`config.mk`:
```
export PLATFORM = sky130hd
export DESIGN_NAME = branch_target_buffer
export DESIGN_NICKNAME = d
export VERILOG_FILES = /design/src/rtl/branch_target_buffer.sv
export SDC_FILE = /design/constraint.sdc
export NUM_CORES = 2
export LEC_CHECK = 0
export BUFFER_PORTS_ARGS = -buffer_cell sky130_fd_sc_hd__clkbuf_2
export CORE_MARGIN = 5
export CORE_UTILIZATION = 55
export DETAILED_ROUTE_END_ITERATION = 10
export PLACE_DENSITY = 0.79
export SLEW_MARGIN = 20
export SYNTH_ARGS = -nofsm -noshare
export SYNTH_HDL_FRONTEND = slang
export SYNTH_SLANG_ARGS = --single-unit
```
`constraint.sdc`:
```
create_clock -name clk -period 7.02 [get_ports clk]
set_input_delay 0.351 -clock clk [delete_from_list [all_inputs] [get_ports clk]]
set_output_delay 0.351 -clock clk [all_outputs]
set_load 0.005 [all_outputs]
```
`src/rtl/branch_target_buffer.sv`:
```
// Direct-mapped fetch-stage branch target buffer with a 1-cycle registered lookup and EX-stage training.
// Optional macro BTB_BYPASS_EN forwards a same-cycle, same-index update into the lookup response.
module branch_target_buffer #(
    parameter int ADDR_WIDTH = 32,
    parameter int INDEX_BITS = 6,
    parameter int TAG_BITS   = 10
) (
    input  logic                  clk,
    input  logic                  rst_n,
    input  logic                  i_lookup_valid,
    input  logic [ADDR_WIDTH-1:0] i_lookup_pc,
    output logic                  o_resp_valid,
    output logic                  o_hit,
    output logic                  o_pred_taken,
    output logic [ADDR_WIDTH-1:0] o_pred_target,
    input  logic                  i_update_valid,
    input  logic [ADDR_WIDTH-1:0] i_update_pc,
    input  logic [ADDR_WIDTH-1:0] i_update_target,
    input  logic                  i_update_outcome,
    input  logic                  i_update_is_jump,
    input  logic                  i_flush
);
    localparam int ENTRIES = 1 << INDEX_BITS;
    localparam logic [1:0] CTR_SN = 2'd0;
    localparam logic [1:0] CTR_WT = 2'd2;
    localparam logic [1:0] CTR_ST = 2'd3;

    // Handshake: a lookup has no backpressure; each cycle with i_lookup_valid=1 yields
    // exactly one o_resp_valid=1 cycle on the next edge, and idle cycles yield all-zero outputs.

    logic [ENTRIES-1:0]    r_valid;
    logic [ENTRIES-1:0]    r_jmp;
    logic [TAG_BITS-1:0]   r_tag    [ENTRIES];
    logic [ADDR_WIDTH-1:0] r_target [ENTRIES];
    logic [1:0]            r_ctr    [ENTRIES];

    logic                  r_resp_valid;
    logic                  r_hit;
    logic                  r_pred_taken;
    logic [ADDR_WIDTH-1:0] r_pred_target;

    logic [INDEX_BITS-1:0] w_l_idx;
    logic [TAG_BITS-1:0]   w_l_tag;
    logic [INDEX_BITS-1:0] w_u_idx;
    logic [TAG_BITS-1:0]   w_u_tag;
    logic                  w_u_hit;

    logic                  w_wr_en;
    logic [ADDR_WIDTH-1:0] w_new_target;
    logic [1:0]            w_new_ctr;
    logic                  w_new_jmp;

    logic                  w_rd_valid;
    logic [TAG_BITS-1:0]   w_rd_tag;
    logic [ADDR_WIDTH-1:0] w_rd_target;
    logic [1:0]            w_rd_ctr;
    logic                  w_l_hit;

    assign w_l_idx = i_lookup_pc[INDEX_BITS+1:2];
    assign w_l_tag = i_lookup_pc[INDEX_BITS+TAG_BITS+1:INDEX_BITS+2];
    assign w_u_idx = i_update_pc[INDEX_BITS+1:2];
    assign w_u_tag = i_update_pc[INDEX_BITS+TAG_BITS+1:INDEX_BITS+2];
    assign w_u_hit = r_valid[w_u_idx] && (r_tag[w_u_idx] == w_u_tag);

    // Next entry contents for the update index; flush suppresses the write entirely.
    always_comb begin
        w_wr_en      = 1'b0;
        w_new_target = r_target[w_u_idx];
        w_new_ctr    = r_ctr[w_u_idx];
        w_new_jmp    = r_jmp[w_u_idx];
        if (i_update_valid && !i_flush) begin
            if (w_u_hit) begin
                w_wr_en = 1'b1;
                if (i_update_is_jump) begin
                    w_new_jmp    = 1'b1;
                    w_new_ctr    = CTR_ST;
                    w_new_target = i_update_target;
                end else if (r_jmp[w_u_idx]) begin
                    if (i_update_outcome) w_new_target = i_update_target;
                end else if (i_update_outcome) begin
                    if (r_ctr[w_u_idx] != CTR_ST) w_new_ctr = r_ctr[w_u_idx] + 2'd1;
                    w_new_target = i_update_target;
                end else begin
                    if (r_ctr[w_u_idx] != CTR_SN) w_new_ctr = r_ctr[w_u_idx] - 2'd1;
                end
            end else if (i_update_outcome || i_update_is_jump) begin
                w_wr_en      = 1'b1;
                w_new_target = i_update_target;
                w_new_ctr    = i_update_is_jump ? CTR_ST : CTR_WT;
                w_new_jmp    = i_update_is_jump;
            end
        end
    end

    always_ff @(posedge clk or negedge rst_n) begin
        if (!rst_n) begin
            r_valid <= '0;
        end else if (i_flush) begin
            r_valid <= '0;
        end else if (w_wr_en) begin
            r_valid[w_u_idx] <= 1'b1;
        end
    end

    // Payload fields are meaningless while the entry is invalid, so they carry no reset.
    always_ff @(posedge clk) begin
        if (w_wr_en) begin
            r_tag[w_u_idx]    <= w_u_tag;
            r_target[w_u_idx] <= w_new_target;
            r_ctr[w_u_idx]    <= w_new_ctr;
            r_jmp[w_u_idx]    <= w_new_jmp;
        end
    end

    always_comb begin
        w_rd_valid  = r_valid[w_l_idx];
        w_rd_tag    = r_tag[w_l_idx];
        w_rd_target = r_target[w_l_idx];
        w_rd_ctr    = r_ctr[w_l_idx];
`ifdef BTB_BYPASS_EN
        if (w_wr_en && (w_u_idx == w_l_idx)) begin
            w_rd_valid  = 1'b1;
            w_rd_tag    = w_u_tag;
            w_rd_target = w_new_target;
            w_rd_ctr    = w_new_ctr;
        end
`endif
    end

    assign w_l_hit = i_lookup_valid && !i_flush && w_rd_valid && (w_rd_tag == w_l_tag);

    always_ff @(posedge clk or negedge rst_n) begin
        if (!rst_n) begin
            r_resp_valid  <= 1'b0;
            r_hit         <= 1'b0;
            r_pred_taken  <= 1'b0;
            r_pred_target <= '0;
        end else begin
            r_resp_valid  <= i_lookup_valid;
            r_hit         <= w_l_hit;
            r_pred_taken  <= w_l_hit && w_rd_ctr[1];
            r_pred_target <= w_l_hit ? w_rd_target : '0;
        end
    end

    assign o_resp_valid  = r_resp_valid;
    assign o_hit         = r_hit;
    assign o_pred_taken  = r_pred_taken;
    assign o_pred_target = r_pred_target;

    // Offset bits and aliased upper PC bits never participate in indexing or tagging.
    logic w_unused_pc_bits;
    assign w_unused_pc_bits = &{1'b0, i_lookup_pc[1:0], i_update_pc[1:0],
                                i_lookup_pc[ADDR_WIDTH-1:INDEX_BITS+TAG_BITS+2],
                                i_update_pc[ADDR_WIDTH-1:INDEX_BITS+TAG_BITS+2]};

endmodule

```
**After elaboration in Yosys (flattened, before gate mapping)**

Memory sizes are Yosys's and may differ from the RTL's.
Cells that the tools add are included.

- Add/subtract/negate cells: 2
- $mul: 0
- Divide/modulo/power cells: 0
- Magnitude comparators: 3
- Equal/unequal tests: 6
- Shifts and indexed selects: 0
- Multiplexer cells: 35
- Bitwise logic cells: 1
- Reduce and logical (&&, ||, !) cells: 12

Operators with widths:

| kind | count |
|---|---|
| $mux W32 | 6 |
| $mux W64 | 2 |
| $bwmux W64 | 1 |
| $or A64 B64 Y64 | 1 |
| $eq A10 B10 Y1 | 2 |
| $bmux W1 S6 | 3 |
| $mux W2 | 8 |
| $lt A6 B7 Y1 const B | 2 |
| $mux W1 | 14 |
| $logic_and A1 B1 Y1 | 7 |
| $demux W1 S6 | 1 |
| $ge A6 B1 Y1 const B | 1 |
| $ne A4 B4 Y1 const B | 1 |
| $reduce_and A4 Y1 | 1 |
| $reduce_bool A2 Y1 | 2 |
| $ne A3 B3 Y1 const B | 1 |
| $add A2 B1 Y2 const B | 1 |
| $ne A2 B2 Y1 const B | 1 |
| $sub A2 B1 Y2 const B | 1 |
| $logic_not A1 Y1 | 1 |
| $logic_or A1 B1 Y1 | 1 |
| $ne A1 B1 Y1 const B | 1 |

- Bits in registers: 163
- Bits in latches: 0
- Memory bits (writable): 2816
- Bits in read-only memories: 0
- Input port bits: 103
- Output and inout bits: 35
- Word-level logic and storage cells: 68
- Memories: 3

Memories:

| name | words | width | read ports | clocked after Yosys merged registers in | write ports | line | source |
|---|---|---|---|---|---|---|---|
| r_target | 64 | 32 | 1 | 0 | 1 | 34 | `logic [ADDR_WIDTH-1:0] r_target [ENTRIES];` |
| r_tag | 64 | 10 | 2 | 0 | 1 | 33 | `logic [TAG_BITS-1:0] r_tag [ENTRIES];` |
| r_ctr | 64 | 2 | 2 | 0 | 1 | 35 | `logic [1:0] r_ctr [ENTRIES];` |

**Logic depth before layout (Yosys ltp)**

- Depth in word-level cells: 8
- Depth in mapped cells: 16
- Depth with buffers taken out: 10

**Worst setup path after synthesis**

Ideal clock, no wire load.

- Path kind: input -> register
- From: in i_update_pc[4]
- To: mem r_ctr[0][1] (data pin)
- Setup time: 0.565 ns
- Arrival: 4.609 ns
- Data required time: 6.455 ns
- Slack: 1.846 ns
- Stages on the path: 13
- Path buffers: 4
- Cell sequence: buf_2 -> buf_2 -> buf_2 -> buf_2 -> mux2_2 -> a221o_1 -> a222oi_1 -> nor2_1 -> a2111oi_2 -> a211oi_1 -> a31oi_1 -> o211ai_1 -> a22oi_1

- Word-level cells in the longest chain between the ends: 8
- Elaborated cells between the ends (all ways): 20
- Those cells by class: add/sub (2); eq/ne (2); mux (12); reduce/logical (2); memory (2)

Ends and longest elaborated chain:

| item | line | source |
|---|---|---|
| start: declaration | 17 | `input logic [ADDR_WIDTH-1:0] i_update_pc,` |
| $mem_v2 Z64 W2 | - |  |
| $sub A2 B1 Y2, or another cell as far along | 84 | `if (r_ctr[w_u_idx] != CTR_SN) w_new_ctr = r_ctr[w_u_idx] - 2'd1;` |
| $mux W2 (on tied branches) | 84, 81 |  |
| $mux W2 | 80 | `end else if (i_update_outcome) begin` |
| $mux W2 | 78 | `end else if (r_jmp[w_u_idx]) begin` |
| $mux W2 | 74 | `if (i_update_is_jump) begin` |
| $mux W2 | 72 | `if (w_u_hit) begin` |
| $mux W2 * | 71 | `if (i_update_valid && !i_flush) begin` |
| named net w_new_ctr[1] | 50 | `logic [1:0] w_new_ctr;` |
| end: declaration | 35 |  |

Mark *: on every way through the listed nets, which the timed path passes. The rest lies on a longest branch. The select of a mux whose other input is x is not followed.

**Worst setup path in the final report**

- From: in i_update_pc[2]
- To: mem r_tag[63][7], enable pin

- Word-level cells in the longest chain between the ends: 7
- Elaborated cells between the ends (all ways): 9
- Those cells by class: eq/ne (1); mux (6); reduce/logical (1); memory (1)

Ends and longest elaborated chain:

| item | line | source |
|---|---|---|
| $mem_v2 Z64 W10 / $bmux W1 S6 (equally long branches) | - |  |
| $eq A10 B10 Y1 / $mux W1 (equally long branches) | 63 | `assign w_u_hit = r_valid[w_u_idx] && (r_tag[w_u_idx] == w_u_tag);` |
| $logic_and A1 B1 Y1 | 63 |  |
| $mux W1 | 72 |  |
| $mux W1 | 71 |  |
| $mux W1 | 107 | `if (w_wr_en) begin` |
| $mux W1 (implied by the code) | 108 | `r_tag[w_u_idx] <= w_u_tag;` |
| end: declaration | 33 |  |

Parallel ways exist; a longest one is shown, timed or not. The select of a mux whose other input is x is not followed.

==> results.md <==
* CTS tree: yes
* Yosys warns at 0
* Number of top-level pins at 138
* F_max at 196.6 MHz
* Endpoint type of the worst setup path: register
* Total negative slack at 0 ns
* GRT overflow at 0
* Overall die width at roughly 480 um
* WL/cell at 40.87 um
* CTS buffer count at 306
* Synth unique cells at 73
* Most frequent cell after synthesis: edfxtp_1
* Layout Cells excl Fill at 8837
* Placed cell count at just over 8000
* Worst R2R Path Depth at 9
* Maximum VDD drop at 0.0003058 V
* Largest net degree at the start of global routing at 149
* Async set-reset flop share out of synthesis at 0.03323
* Global-route usage over all layers at 0.3131
* Worst hold start: i_update_target[23]
* First-pass GRT wire length at 508200 um
* Slew @ Worst Pin at 1.171 ns
* Worst min path class: in2reg
* Final hold vios at 0
* Initial Util at 0.5509
* Syn Area/Cell at 22.40 um2
* Vias per Instance at about 7.5
* Static Leak at ~43 nW
* Reg2Reg Setup Slack at 2.02 ns
* RSZ-0062 raised after global routing: no
* Max cap viols at 0
* Worst R2R Start: r_tag[60][9]$_DFFE_PP_
* Post-Syn Area at between 100000 and 150000 um2
* Maximum fanout along the worst path at 58
* Final #Nets at just under 6000
* Vias in the first global route at 66377
* Clk_lat worst skew at 0.98 ns
* HPWL Detailed at 186500 um
* Yosys top cell by area: edfxtp_1
* Clock sinks at 2979
* Antenna Nets Post-Route at 0
* Final Max Slew Viols at 0
* Post-synth top area share at 0.7165
* Overall power at 37.81 mW
* Final std cell area, no fill at between 100000 and 150000 um2
* Final worst-path cycle share at 0.7244
* Slew headroom at 0.2195
* Min Tclk post-route at 5.086 ns
* CTS H-tree depth at 5
* Number of flops mapped to enable cells by yosys at 2880
* Gate Count Post-Synth at between 5000 and 6000
* Power Density at approximately 280 nW/um2
* Antenna violations before repair at 25
* Crit path DAT at 5.66 ns
* Setup violations, final at 0
* DR pass1 iterations at 9
* Yosys reg bits at between 2000 and 3000
* Critical Path Stages at 15
* Die H at 478.5 um
* Total Wirelength at 361200 um
* DRC at 0
* Register clock-pin slew on the reported worst setup and hold paths at approximately 0.06 ns
* Top delay family on crit path: buffers and inverters
* Skew final at 0.1110 ns
* Max clock buf depth at 4
* Crit-path slowest cell: a2111oi_0
* Most instantiated cells after synthesis: edfxtp_1, mux4_2, clkbuf_1
* Area grow syn2layout at 13.42%
* Largest cells by area after synthesis: edfxtp_1, mux4_2, dfrtp_1
* CTS root buf: clkbuf_16
* Critical path launch point type: input pin
* Status: finished, final reports clean
* IO Port Bufs at 105
* Net Count, Synth at between 5000 and 6000
* Sequential element share of the synthesized area at 0.7371
* Crit-path max cell delay at 0.76 ns
* Die area at 228900 um2
* Placeable Area at approximately 220000 um2
* Worst Setup Path Type: in2reg
* Cell Chain, Critical Path: buf_8 -> buf_4 -> nor2_1 -> buf_4 -> a22oi_1 -> o21ai_0 -> a2111oi_0 -> nand3_1 -> xor2_1 -> nor4_2 -> and2_1 -> a21oi_4 -> buf_12 -> nor3_2 -> buf_12
* Worst Setup SP: i_update_pc[2]
* Rows at 172
* Hold path depth at 2
* Synth Flop Type: edfxtp_1
* Total number of vias at ~67000
* Fillers at 13555
* Iteration-0 DRC Markers at 12074
* Placed inst area at 127000 um2
* Share of cells above drive strength 1 at 0.3410
* Postcts setup bufs at 0
* Final GP Congestion at 0.9142
* Worst Path Required at 7.60 ns
* Buffers and inverters on the worst path at 5
==> sequential cells by signal, indices dropped and copies added, names as in the netlist <==
signal and cells:
o_hit 1, o_pred_taken 1, o_pred_target 32, o_resp_valid 1
r_ctr 128, r_jmp 64, r_tag 640, r_target 2048
r_valid 64
==> final timing paths <==
kind,to
setup / recovery,r_tag[63][7]$_DFFE_PP_
hold reg to reg,r_valid[14]$_DFFE_PN0P_
min in group asynchronous,r_valid[25]$_DFFE_PN0P_
max in group asynchronous,o_pred_target[17]$_DFF_PN0_
setup reg to reg,o_pred_target[16]$_DFF_PN0_
hold / removal,r_target[62][23]$_DFFE_PP_
==> layout make-up <==
| type | count | area [um2] | share of cell area |
|---|---|---|---|
| antenna | 16 | 40.04 | 0.0002925 |
| sequential | 2979 | 88960 | 0.6499 |
| tap | 2871 | 3592 | 0.02624 |
| timing repair buffer | 409 | 3797 | 0.02774 |
| multi-input combinational | 1960 | 30710 | 0.2243 |
| inverter | 75 | 281.5 | 0.002057 |
| clock buffer | 370 | 8090 | 0.05910 |
| clock inverter | 157 | 1420 | 0.01037 |
==> cells by family (layout without fill, tap and decap cells) <==
family,after synthesis,after routing,share of synthesized area
DFF,2979,2979,0.7371
other,0,16,0
AOI/OAI and AO/OA,375,375,0.02530
and+or+nand+nor,419,419,0.01950
xor gates and xnor gates,18,18,0.001306
muxes,1148,1148,0.2010
buffers and inverters,450,1011,0.01585
==> worst reg2reg max path: stages (launching register included) <==
cell,delay (ns)
edfxtp_1,0.41
mux4_2,0.49
mux4_2,0.60
mux4_2,0.60
xnor2_1,0.17
nand4_1,0.42
nor4_2,0.49
nand4_4,0.89
buf_4,0.58
nor2b_1,0.31
==> placed cells by master, fill, tap and decap left out, types with 11 or more instances in the layout <==
cell type      Yosys  final
a211oi_1          18     18
a21oi_1           24     23
a221oi_1          43     43
a22o_1            28     28
a22oi_1           57     56
a31oi_1           15     15
buf_12             0     61
buf_4             16    240
bufinv_16          0     25
clkbuf_1         167     52
clkbuf_16          0    313
clkbuf_2           0     65
clkinv_1           1     59
clkinv_2           0     51
dfrtp_1           99     99
diode_2            0     16
dlygate4sd3_1      0     22
edfxtp_1        2880   2880
inv_1             74     74
mux2_2            32     32
mux2i_1           99     99
mux4_2          1017   1017
nand2_1           42     38
nand2b_1          21     21
nand3_1           13     13
nand4_1           11     11
nand4b_1          12     12
nor2_1            97     33
nor2_4             0     64
nor2b_1           45     44
nor3_1            83     17
nor3_2             0     66
nor4_1            15     15
o21ai_0           13     13
o22ai_1           29     28
o32ai_1           61     61
xnor2_1           13     13
==> layer usage <==
layer  vias up  routed length, um  GRT usage
met5         -                128          0
met4        22              22440     0.1580
met3      1290              53000    0.09688
met2      6911             170800     0.4819
met1     34306             114800     0.4099
li1      24046                  -          -
==> stage by stage <==
| step | hold WS, ns | worst slack (ns) | util |
|---|---|---|---|
| finish | 0.02819 | 1.934 | 0.6248 |
| global placement | 0.4725 | 1.478 | 0.5796 |
| global route | 0.02935 | 1.929 | 0.6247 |
| floorplan | 0.05541 | 1.846 | - |
| detailed placement | 0.4769 | 1.442 | 0.5797 |
| CTS | 0.01304 | 2.113 | 0.6232 |
==> repair_timing <==
item,4_1_cts,5_1_grt
hold buffers,2,20
endpoints found under the hold margin,58,852
resized for setup,0,0
setup endpoints to repair,0,0
==> where the power goes <==
group	total [mW]	switching [mW]	leakage, nW	internal (mW)
clock network	16.0	6.89	4.66	9.11
logic	2.21	1.38	10.8	0.834
registers	19.6	0.0229	27.3	19.6
Note: power is estimated with default switching activity, not from simulation.
